--- config.mk ---
export PLATFORM = sky130hd
export DESIGN_NAME = sprite_palette_lut_flat
export DESIGN_NICKNAME = d
export VERILOG_FILES = /design/src/rtl/sprite_palette_lut_if.sv /design/src/rtl/sprite_palette_lut.sv /design/src/flat_wrapper.sv
export SDC_FILE = /design/constraint.sdc
export NUM_CORES = 1
export LEC_CHECK = 0
export ABC_AREA = 1
export BUFFER_PORTS_ARGS = -buffer_cell sky130_fd_sc_hd__clkbuf_2
export CORE_UTILIZATION = 63
export DETAILED_ROUTE_END_ITERATION = 10
export PLACE_DENSITY = 0.83
export SYNTH_ARGS = -nofsm -noshare
export SYNTH_HDL_FRONTEND = slang
export SYNTH_SLANG_ARGS = --single-unit
export TNS_END_PERCENT = 30
--- constraint.sdc ---
create_clock -name clk -period 4.8 [get_ports clk]
set_clock_uncertainty 0.05 [all_clocks]
set_input_delay 0.48 -clock clk [delete_from_list [all_inputs] [get_ports clk]]
set_output_delay 0.48 -clock clk [all_outputs]
set_load 0.01 [all_outputs]
--- src/rtl/sprite_palette_lut_if.sv ---
// rtl/sprite_palette_lut_if.sv - palette write, lookup, fade and flash signal bundle
interface sprite_palette_lut_if #(
  parameter int INDEX_W   = 4,
  parameter int CH_W      = 4,
  parameter int NUM_BANKS = 2
);
  localparam int BANK_W = (NUM_BANKS > 1) ? $clog2(NUM_BANKS) : 1;

  logic                wr_en;
  logic [BANK_W-1:0]   wr_bank;
  logic [INDEX_W-1:0]  wr_index;
  logic [3*CH_W-1:0]   wr_rgb;
  logic                in_valid;
  logic [BANK_W-1:0]   in_bank;
  logic [INDEX_W-1:0]  in_index;
  logic                fade_we;
  logic [3:0]          fade_level;
  logic                flash_start;
  logic                frame_tick;
  logic                out_valid;
  logic [3*CH_W-1:0]   out_rgb;
  logic                out_transparent;
  logic                flashing;

  modport master (
    output wr_en, wr_bank, wr_index, wr_rgb,
    output in_valid, in_bank, in_index,
    output fade_we, fade_level, flash_start, frame_tick,
    input  out_valid, out_rgb, out_transparent, flashing
  );

  modport slave (
    input  wr_en, wr_bank, wr_index, wr_rgb,
    input  in_valid, in_bank, in_index,
    input  fade_we, fade_level, flash_start, frame_tick,
    output out_valid, out_rgb, out_transparent, flashing
  );
endinterface

--- src/rtl/sprite_palette_lut.sv ---
// rtl/sprite_palette_lut.sv - multi-bank writable palette with transparency, fade and hit flash
module sprite_palette_lut #(
  parameter int INDEX_W      = 4,
  parameter int CH_W         = 4,
  parameter int NUM_BANKS    = 2,
  parameter int TRANSP_IDX   = 0,
  parameter int FLASH_FRAMES = 4
) (
  input  logic               clk,
  input  logic               rst_n,
  sprite_palette_lut_if.slave bus
);
  localparam int ENTRIES = 1 << INDEX_W;
  localparam int RGB_W   = 3 * CH_W;
  localparam int CNT_W   = $clog2(FLASH_FRAMES + 1);

  localparam logic [0:0] IDLE  = 1'b0;
  localparam logic [0:0] FLASH = 1'b1;

  logic [RGB_W-1:0] mem_q [NUM_BANKS][ENTRIES];
  logic [RGB_W-1:0] mem_d [NUM_BANKS][ENTRIES];

  logic             s1_valid_q, s1_valid_d;
  logic [RGB_W-1:0] s1_rgb_q, s1_rgb_d;
  logic             s1_transp_q, s1_transp_d;

  logic             out_valid_q, out_valid_d;
  logic [RGB_W-1:0] out_rgb_q, out_rgb_d;
  logic             out_transp_q, out_transp_d;

  logic [3:0]       fade_q, fade_d;
  logic [0:0]       state_q, state_d;
  logic [CNT_W-1:0] cnt_q, cnt_d;

  // Product fits in CH_W+4 bits since (L+1) <= 16; keeping the top CH_W bits is the >>4.
  function automatic logic [CH_W-1:0] fade_ch(input logic [CH_W-1:0] c, input logic [3:0] l);
    logic [CH_W+3:0] prod;
    prod = {4'b0, c} * (CH_W+4)'({1'b0, l} + 5'd1);
    return CH_W'(prod >> 4);
  endfunction

  always_comb begin
    mem_d = mem_q;
    if (bus.wr_en && (int'(bus.wr_bank) < NUM_BANKS))
      mem_d[bus.wr_bank][bus.wr_index] = bus.wr_rgb;
  end

  // Stage 1 reads mem_q, so a same-cycle write is not yet visible.
  always_comb begin
    s1_valid_d  = bus.in_valid;
    s1_rgb_d    = s1_rgb_q;
    s1_transp_d = s1_transp_q;
    if (bus.in_valid) begin
      s1_rgb_d    = (int'(bus.in_bank) < NUM_BANKS) ? mem_q[bus.in_bank][bus.in_index] : '0;
      s1_transp_d = (int'(bus.in_index) == TRANSP_IDX);
    end
  end

  always_comb begin
    out_valid_d  = s1_valid_q;
    out_rgb_d    = out_rgb_q;
    out_transp_d = out_transp_q;
    if (s1_valid_q) begin
      out_transp_d = s1_transp_q;
      if (s1_transp_q)
        out_rgb_d = '0;
      else if (state_q == FLASH)
        out_rgb_d = '1;
      else
        out_rgb_d = {fade_ch(s1_rgb_q[3*CH_W-1:2*CH_W], fade_q),
                     fade_ch(s1_rgb_q[2*CH_W-1:CH_W], fade_q),
                     fade_ch(s1_rgb_q[CH_W-1:0], fade_q)};
    end
  end

  always_comb begin
    fade_d = bus.fade_we ? bus.fade_level : fade_q;
  end

  // flash_start wins over a simultaneous frame_tick in either state.
  always_comb begin
    state_d = state_q;
    cnt_d   = cnt_q;
    case (state_q)
      IDLE: begin
        if (bus.flash_start) begin
          state_d = FLASH;
          cnt_d   = '0;
        end
      end
      default: begin
        if (bus.flash_start) begin
          cnt_d = '0;
        end else if (bus.frame_tick) begin
          if (cnt_q == CNT_W'(FLASH_FRAMES - 1)) begin
            state_d = IDLE;
            cnt_d   = '0;
          end else begin
            cnt_d = cnt_q + CNT_W'(1);
          end
        end
      end
    endcase
  end

  always_ff @(posedge clk or negedge rst_n) begin
    if (!rst_n) begin
      for (int b = 0; b < NUM_BANKS; b++)
        for (int i = 0; i < ENTRIES; i++)
          mem_q[b][i] <= '0;
      s1_valid_q   <= 1'b0;
      s1_rgb_q     <= '0;
      s1_transp_q  <= 1'b0;
      out_valid_q  <= 1'b0;
      out_rgb_q    <= '0;
      out_transp_q <= 1'b0;
      fade_q       <= 4'hF;
      state_q      <= IDLE;
      cnt_q        <= '0;
    end else begin
      mem_q        <= mem_d;
      s1_valid_q   <= s1_valid_d;
      s1_rgb_q     <= s1_rgb_d;
      s1_transp_q  <= s1_transp_d;
      out_valid_q  <= out_valid_d;
      out_rgb_q    <= out_rgb_d;
      out_transp_q <= out_transp_d;
      fade_q       <= fade_d;
      state_q      <= state_d;
      cnt_q        <= cnt_d;
    end
  end

  assign bus.out_valid       = out_valid_q;
  assign bus.out_rgb         = out_rgb_q;
  assign bus.out_transparent = out_transp_q;
  assign bus.flashing        = (state_q == FLASH);
endmodule

--- src/flat_wrapper.sv ---
// flat-port wrapper written by rule: the top's interface ports become plain ports
module sprite_palette_lut_flat 
#(
  parameter int INDEX_W      = 4,
  parameter int CH_W         = 4,
  parameter int NUM_BANKS    = 2,
  parameter int TRANSP_IDX   = 0,
  parameter int FLASH_FRAMES = 4
)
  (clk, rst_n, bus_wr_en, bus_wr_bank, bus_wr_index, bus_wr_rgb, bus_in_valid, bus_in_bank, bus_in_index, bus_fade_we, bus_fade_level, bus_flash_start, bus_frame_tick, bus_out_valid, bus_out_rgb, bus_out_transparent, bus_flashing);
  sprite_palette_lut_if #(.INDEX_W(INDEX_W), .CH_W(CH_W), .NUM_BANKS(NUM_BANKS)) bus_i ();
  input  logic clk;
  input  logic rst_n;
  input wire logic [$bits(bus_i.wr_en)-1:0] bus_wr_en;
  input wire logic [$bits(bus_i.wr_bank)-1:0] bus_wr_bank;
  input wire logic [$bits(bus_i.wr_index)-1:0] bus_wr_index;
  input wire logic [$bits(bus_i.wr_rgb)-1:0] bus_wr_rgb;
  input wire logic [$bits(bus_i.in_valid)-1:0] bus_in_valid;
  input wire logic [$bits(bus_i.in_bank)-1:0] bus_in_bank;
  input wire logic [$bits(bus_i.in_index)-1:0] bus_in_index;
  input wire logic [$bits(bus_i.fade_we)-1:0] bus_fade_we;
  input wire logic [$bits(bus_i.fade_level)-1:0] bus_fade_level;
  input wire logic [$bits(bus_i.flash_start)-1:0] bus_flash_start;
  input wire logic [$bits(bus_i.frame_tick)-1:0] bus_frame_tick;
  output wire logic [$bits(bus_i.out_valid)-1:0] bus_out_valid;
  output wire logic [$bits(bus_i.out_rgb)-1:0] bus_out_rgb;
  output wire logic [$bits(bus_i.out_transparent)-1:0] bus_out_transparent;
  output wire logic [$bits(bus_i.flashing)-1:0] bus_flashing;
  assign bus_i.wr_en = bus_wr_en;
  assign bus_i.wr_bank = bus_wr_bank;
  assign bus_i.wr_index = bus_wr_index;
  assign bus_i.wr_rgb = bus_wr_rgb;
  assign bus_i.in_valid = bus_in_valid;
  assign bus_i.in_bank = bus_in_bank;
  assign bus_i.in_index = bus_in_index;
  assign bus_i.fade_we = bus_fade_we;
  assign bus_i.fade_level = bus_fade_level;
  assign bus_i.flash_start = bus_flash_start;
  assign bus_i.frame_tick = bus_frame_tick;
  assign bus_out_valid = bus_i.out_valid;
  assign bus_out_rgb = bus_i.out_rgb;
  assign bus_out_transparent = bus_i.out_transparent;
  assign bus_flashing = bus_i.flashing;
  sprite_palette_lut #(.INDEX_W(INDEX_W), .CH_W(CH_W), .NUM_BANKS(NUM_BANKS), .TRANSP_IDX(TRANSP_IDX), .FLASH_FRAMES(FLASH_FRAMES)) u_core (.clk(clk), .rst_n(rst_n), .bus(bus_i));
endmodule
* Word-level counts from Yosys, hierarchy flattened *
Cells that the tools add are included.
Widths: inputs -> output; s select.

storage, ports and cells
  register bits = 420
  bits of input ports = 33
  output and inout bits = 15

cells by class
  add/sub/neg operators = 2
  multipliers = 3
  magnitude comparators = 6
  equal/unequal tests = 1
  mux-type cells = 23
  bitwise logic cells = 4
  reductions and logical operators = 6

operators by type and width
  cell                 number
  $mux 192             4
  $bwmux 384           1
  $demux 192 s1        1
  $mux 12              5
  $bmux 12 s4          1
  $demux 12 s4         1
  $mul 4x8->8          3
  $mux 3               5
  $ge 5x5->1 const B   2
  $not 4->5            2
  $add 4x1->5 const B  1
  $lt 5x1->1 const B   1
  $mux 1               5
  $ge 2x2->1 const B   2
  $logic_not 4->1      1
  $not 1->2            2
  $reduce_bool 2->1    2
  $add 3x1->3 const B  1
  $eq 3x2->1 const B   1
  $logic_and 1x1->1    2
  $lt 2x1->1 const B   1
  $reduce_and 2->1     1

* Depth between registers and ports, before layout *
  depth after elaboration = 8
  depth in mapped cells = 18
  depth with buffers taken out = 18

* Least setup slack after synthesis *
OpenSTA, ideal clock, no wires.

  path kind = reg2reg
  start point = register u_core.fade_q[0]
  end point = register u_core.out_rgb_q[1], in the netlist u_core.bus.out_rgb[1]
  library setup time = 0.066 ns
  arrival = 3.249 ns
  data required time = 4.684 ns
  slack = 1.435 ns
  cell stages (with the launch flop) = 16
  path buffers = 0
  clock period less this slack = 3.365 ns
  path through = dfstp_2 > ha_1 > xor2_1 > inv_1 > nor2_1 > fa_1 > inv_1 > fa_1 > inv_1 > ha_1 > a21oi_1 > o21ai_0 > or2_2 > nand3_1 > nand2_1 > nand2_1

on the way
  cells in the longest elaborated chain, start to end = 4

ends and longest elaborated chain
  item                    RTL line                   text
  start, declared         sprite_palette_lut.sv:31   logic [3:0] fade_q, fade_d;
  start signal, assigned  sprite_palette_lut.sv:117  fade_q <= 4'hF;
  start signal, assigned  sprite_palette_lut.sv:128  fade_q <= fade_d;
  $add 4x1->5             sprite_palette_lut.sv:38   prod = {4'b0, c} * (CH_W+4)'({1'b0, l} + 5'd1);
  $mul 4x8->8             sprite_palette_lut.sv:38
  $mux 12                 sprite_palette_lut.sv:67   else if (state_q == FLASH)
  $mux 12                 sprite_palette_lut.sv:65   if (s1_transp_q)
  end signal, assigned    sprite_palette_lut.sv:126  out_rgb_q <= out_rgb_d;
  end, declared           sprite_palette_lut.sv:28   logic [RGB_W-1:0] out_rgb_q, out_rgb_d;

No other way between the ends.
A chain may end at the register's enable or synchronous reset.

* Worst setup path after layout *
Ends and elaborated chain as after synthesis.

==> summary.txt <==
FLOORPLANNING
---------------------------------------------------------------------------------
Die H                                                                      183 µm
Die area                                                                33500 µm²
Starting density of the core                                                64.7%
Standard-cell rows                                                             65
Ports placed on the boundary                                                   48
Placeable Area                                                          31900 µm²
Horizontal extent of the die                                               183 µm

WORST SETUP PATH
---------------------------------------------------------------------------------
Crit start category                                                     flip-flop
Critical Setup Path Class                                                 reg2reg
Crit-path max FO                                                                8
Worst setup EP type                                                     flip-flop
Required time at the endpoint of the critical path                        5.23 ns
Arrival @ worst endpoint                                                  4.36 ns
Startpoint of the worst-slack reg-to-reg timing path                 u_core.fade_q[0]$_DFFE_PN1P_
Launch point of the critical path                                    u_core.fade_q[0]$_DFFE_PN1P_

PLACEMENT
---------------------------------------------------------------------------------
Final weighted congestion in routability-driven placement                   0.901
Placed cell count                                                            2988
IO buf count                                                                   47
Area post-placement                                                     20800 µm²
HPWL after detailed placement                                            32600 µm
Pre-CTS worst setup slack                                                0.935 ns

GRT
---------------------------------------------------------------------------------
Via count of the first global-routing pass                                  17200
Wire length of the first global-routing pass                             88900 µm
Initial antenna violation count                                                 0
Total global-route track usage                                              33.5%
Maximum number of pins on one net before global-route repair                  202
GRT Residual Overflow                                                           0

FINAL LAYOUT
---------------------------------------------------------------------------------
Share of post-route cells with drive strength above 1                       5.44%
Total inserted antenna cells                                                    0
Area of all sequential standard cells                                   10500 µm²
Fin area                                                                22200 µm²
Cell Count, Final, Fillers Out                                               3064
Area taken by multi-input logic gates                                    8740 µm²
Net total in the final layout                                                2677
Final core occ                                                              69.6%
Filler cell count                                                            2585
Area Growth Syn to Fin                                                      7.60%

TIMING
---------------------------------------------------------------------------------
Maximum frequency from static timing analysis                             254 MHz
Number of pins with negative max-slew slack in the final report                 0
Unrepaired setup endpoints after global routing                             false
Max-Slew Margin vs Limit                                                    13.9%
Actual slew at the worst max-slew pin                                     1.29 ns
Post-layout min period                                                    3.93 ns
Worst hold slack                                                         0.110 ns
Post-route worst setup slack                                             0.869 ns
Post-Route Setup TNS                                                         0 ns
Hold violation count in the final report                                        0
Total setup violations reported at the end of the flow                          0
Ratio of final minimum period to clock period                               81.9%

DRT
---------------------------------------------------------------------------------
Vias per inst                                                                5.82
1st-iter DRT viols                                                           2062
Detail Route Antenna Nets                                                       0
Drt wl/cell                                                               17.5 µm
Total iterations of the first detailed-routing run                              6
Total wire length after detailed routing                                 53700 µm
# DRC                                                                           0
Total via count after detailed routing                                      17800

RUN STATUS
---------------------------------------------------------------------------------
Result of the run                                                    finished clean

SYNTHESIS
---------------------------------------------------------------------------------
Net count after synthesis                                                    2748
Primary FF master, synth                                             sky130_fd_sc_hd__dfrtp_1
Avg Inst Size Synth                                                      7.73 µm²
Number of enable flip-flop cells after synthesis                                0
Async S/R FF share, synth                                                    100%
Most frequent cell after synthesis                                   sky130_fd_sc_hd__nand2_1
Most area-hungry cell type in the Yosys netlist                      sky130_fd_sc_hd__dfrtp_1
Syn Std Cell Area                                                       20600 µm²
Syn. warnings                                                                   0
Sequential share of the synthesized area                                    51.0%
Count of unique library cells instantiated by Yosys                            32
Gate Count Post-Synth                                                        2671
Fraction of post-synthesis cell area in the top cell type by area           50.4%
Synth Register Bits                                                           420
Most used standard cells in the synthesized netlist                  sky130_fd_sc_hd__nand2_1 (1060), sky130_fd_sc_hd__dfrtp_1 (416), sky130_fd_sc_hd__o21ai_0 (393), sky130_fd_sc_hd__nand3_1 (168), sky130_fd_sc_hd__inv_1 (149)
Top cells by area in the synthesized netlist                         sky130_fd_sc_hd__dfrtp_1 (50%), sky130_fd_sc_hd__nand2_1 (19%), sky130_fd_sc_hd__o21ai_0 (9.5%)

JOB
---------------------------------------------------------------------------------
Maximum Capacitance Violations                                                  0

POWER AND IR DROP
---------------------------------------------------------------------------------
Static leakage                                                            11.0 nW
Areal power density over the cells                                     424 nW/µm²
Maximum vdd ir drop                                                    0.000368 V
Total Power                                                               9.42 mW

CLOCK NETWORK
---------------------------------------------------------------------------------
CTS Buf Count                                                                  44
Clock root cell                                                      sky130_fd_sc_hd__clkbuf_16
TritonCTS clock tree                                                        built
Maximum count of clock buffers along a single path                              3
Number of H-tree levels                                                         2
Source-to-sink clock delay at the later pin of the worst-skew pair        0.55 ns
Sinks on the clock net                                                        420
Clock-pin slew on the worst setup and hold paths                          0.06 ns
Number of cells upsized or downsized after cts                                  0

MIN PATH
---------------------------------------------------------------------------------
Critical hold path startpoint                                        bus_fade_level[2]
Hold crit path type                                                        in2reg

[cell families after synthesis]
family / synth area share, %
AO/OA/AOI/OAI: 12.5
XOR/XNOR: 0.340
adder cells (fa/ha/maj): 3.21
buffers and inverters: 6.70
flip-flops: 51.0
multiplexers: 0.0546
AND/OR/NAND/NOR: 26.2
[where the power goes]
| group | internal (mW) | switching (mW) |
|---|---|---|
| clock | 1.93 | 1.37 |
| sequential | 4.17 | 0.353 |
| combinational | 0.585 | 1.01 |
| total | 6.69 | 2.73 |
[area by class of cell]
class                           instances  area share, %
Sequential cell                       420           47.4
Multi-Input combinational cell       1916           39.4
Clock buffer                           70           5.95
Inverter                              155           2.63
Tap cell                              435           2.45
Timing Repair Buffer                   63           1.97
Clock inverter                          5          0.293
[flip-flops by register name, indices dropped and copies added, names as in the netlist]
signal                      cells
u_core.mem_q                  384
u_core.bus.out_rgb             12
u_core.s1_rgb_q                12
u_core.fade_q                   4
u_core.cnt_q                    3
u_core.bus.flashing             1
u_core.bus.out_transparent      1
u_core.bus.out_valid            1
u_core.out_valid_d              1
u_core.s1_transp_q              1
[placed cells by master, fill, tap and decap left out]
cell / count
sky130_fd_sc_hd__a21boi_0: 16
sky130_fd_sc_hd__a21oi_1: 56
sky130_fd_sc_hd__buf_12: 5
sky130_fd_sc_hd__buf_4: 10
sky130_fd_sc_hd__buf_6: 1
sky130_fd_sc_hd__buf_8: 1
sky130_fd_sc_hd__bufinv_16: 1
sky130_fd_sc_hd__clkbuf_1: 15
sky130_fd_sc_hd__clkbuf_16: 45
sky130_fd_sc_hd__clkbuf_2: 45
sky130_fd_sc_hd__clkbuf_8: 10
sky130_fd_sc_hd__clkinv_1: 1
sky130_fd_sc_hd__clkinv_2: 3
sky130_fd_sc_hd__dfrtp_1: 416
sky130_fd_sc_hd__dfstp_2: 4
sky130_fd_sc_hd__dlygate4sd3_1: 1
sky130_fd_sc_hd__fa_1: 15
sky130_fd_sc_hd__ha_1: 29
sky130_fd_sc_hd__inv_1: 149
sky130_fd_sc_hd__inv_16: 1
sky130_fd_sc_hd__inv_2: 4
sky130_fd_sc_hd__inv_4: 1
sky130_fd_sc_hd__mux2_2: 1
sky130_fd_sc_hd__nand2_1: 1060
sky130_fd_sc_hd__nand2_2: 1
sky130_fd_sc_hd__nand3_1: 168
sky130_fd_sc_hd__nand4_1: 8
sky130_fd_sc_hd__nor2_1: 108
sky130_fd_sc_hd__nor2_2: 1
sky130_fd_sc_hd__nor2_4: 1
sky130_fd_sc_hd__nor3_1: 10
sky130_fd_sc_hd__nor3_2: 1
sky130_fd_sc_hd__o211ai_1: 19
sky130_fd_sc_hd__o21a_1: 3
sky130_fd_sc_hd__o21ai_0: 393
sky130_fd_sc_hd__o21ai_1: 9
sky130_fd_sc_hd__or2_1: 2
sky130_fd_sc_hd__or2_2: 7
sky130_fd_sc_hd__xnor2_1: 6
sky130_fd_sc_hd__xor2_1: 2
[layer usage]
| metal | share of wire, % | global-route usage (%) | wire, µm |
|---|---|---|---|
| met3 | 6.7 | 4.05 | 3590 |
| met2 | 48 | 55.3 | 25500 |
| met4 | 4.6 | 16.1 | 2490 |
| met1 | 41 | 44.2 | 22100 |
| met5 | 0 | 0 | 0 |
[worst paths after layout]
check,cells past startpoint,endpoint,slack (ns)
worst max-delay path,15,u_core.bus.out_rgb[1]$_DFFE_PN0P_,0.87
worst min-delay path,3,u_core.fade_q[2]$_DFFE_PN1P_,0.11
worst max register to register,15,u_core.bus.out_rgb[1]$_DFFE_PN0P_,0.87
worst min register to register,0,u_core.bus.out_valid$_DFF_PN0_,0.36
max in group asynchronous,3,u_core.mem_q[248]$_DFFE_PN0P_,3.17
min in group asynchronous,2,u_core.mem_q[159]$_DFFE_PN0P_,0.44
[worst max-delay path, stage by stage (launching register included)]
cell,delay [ns]
sky130_fd_sc_hd__dfstp_2,0.62
sky130_fd_sc_hd__ha_1,0.21
sky130_fd_sc_hd__xor2_1,0.37
sky130_fd_sc_hd__inv_1,0.25
sky130_fd_sc_hd__nor2_1,0.18
sky130_fd_sc_hd__fa_1,0.43
sky130_fd_sc_hd__inv_1,0.09
sky130_fd_sc_hd__fa_1,0.38
sky130_fd_sc_hd__inv_1,0.07
sky130_fd_sc_hd__ha_1,0.27
sky130_fd_sc_hd__a21oi_1,0.27
sky130_fd_sc_hd__o21ai_0,0.17
sky130_fd_sc_hd__or2_2,0.30
sky130_fd_sc_hd__nand3_1,0.07
sky130_fd_sc_hd__nand2_1,0.05
sky130_fd_sc_hd__nand2_1,0.08
[timing repair]
action	4_1_cts	5_1_grt
buffers inserted	0	0
hold endpoints to repair	76	0
hold buffers	1	0
Power figures use the tool's default switching activity.
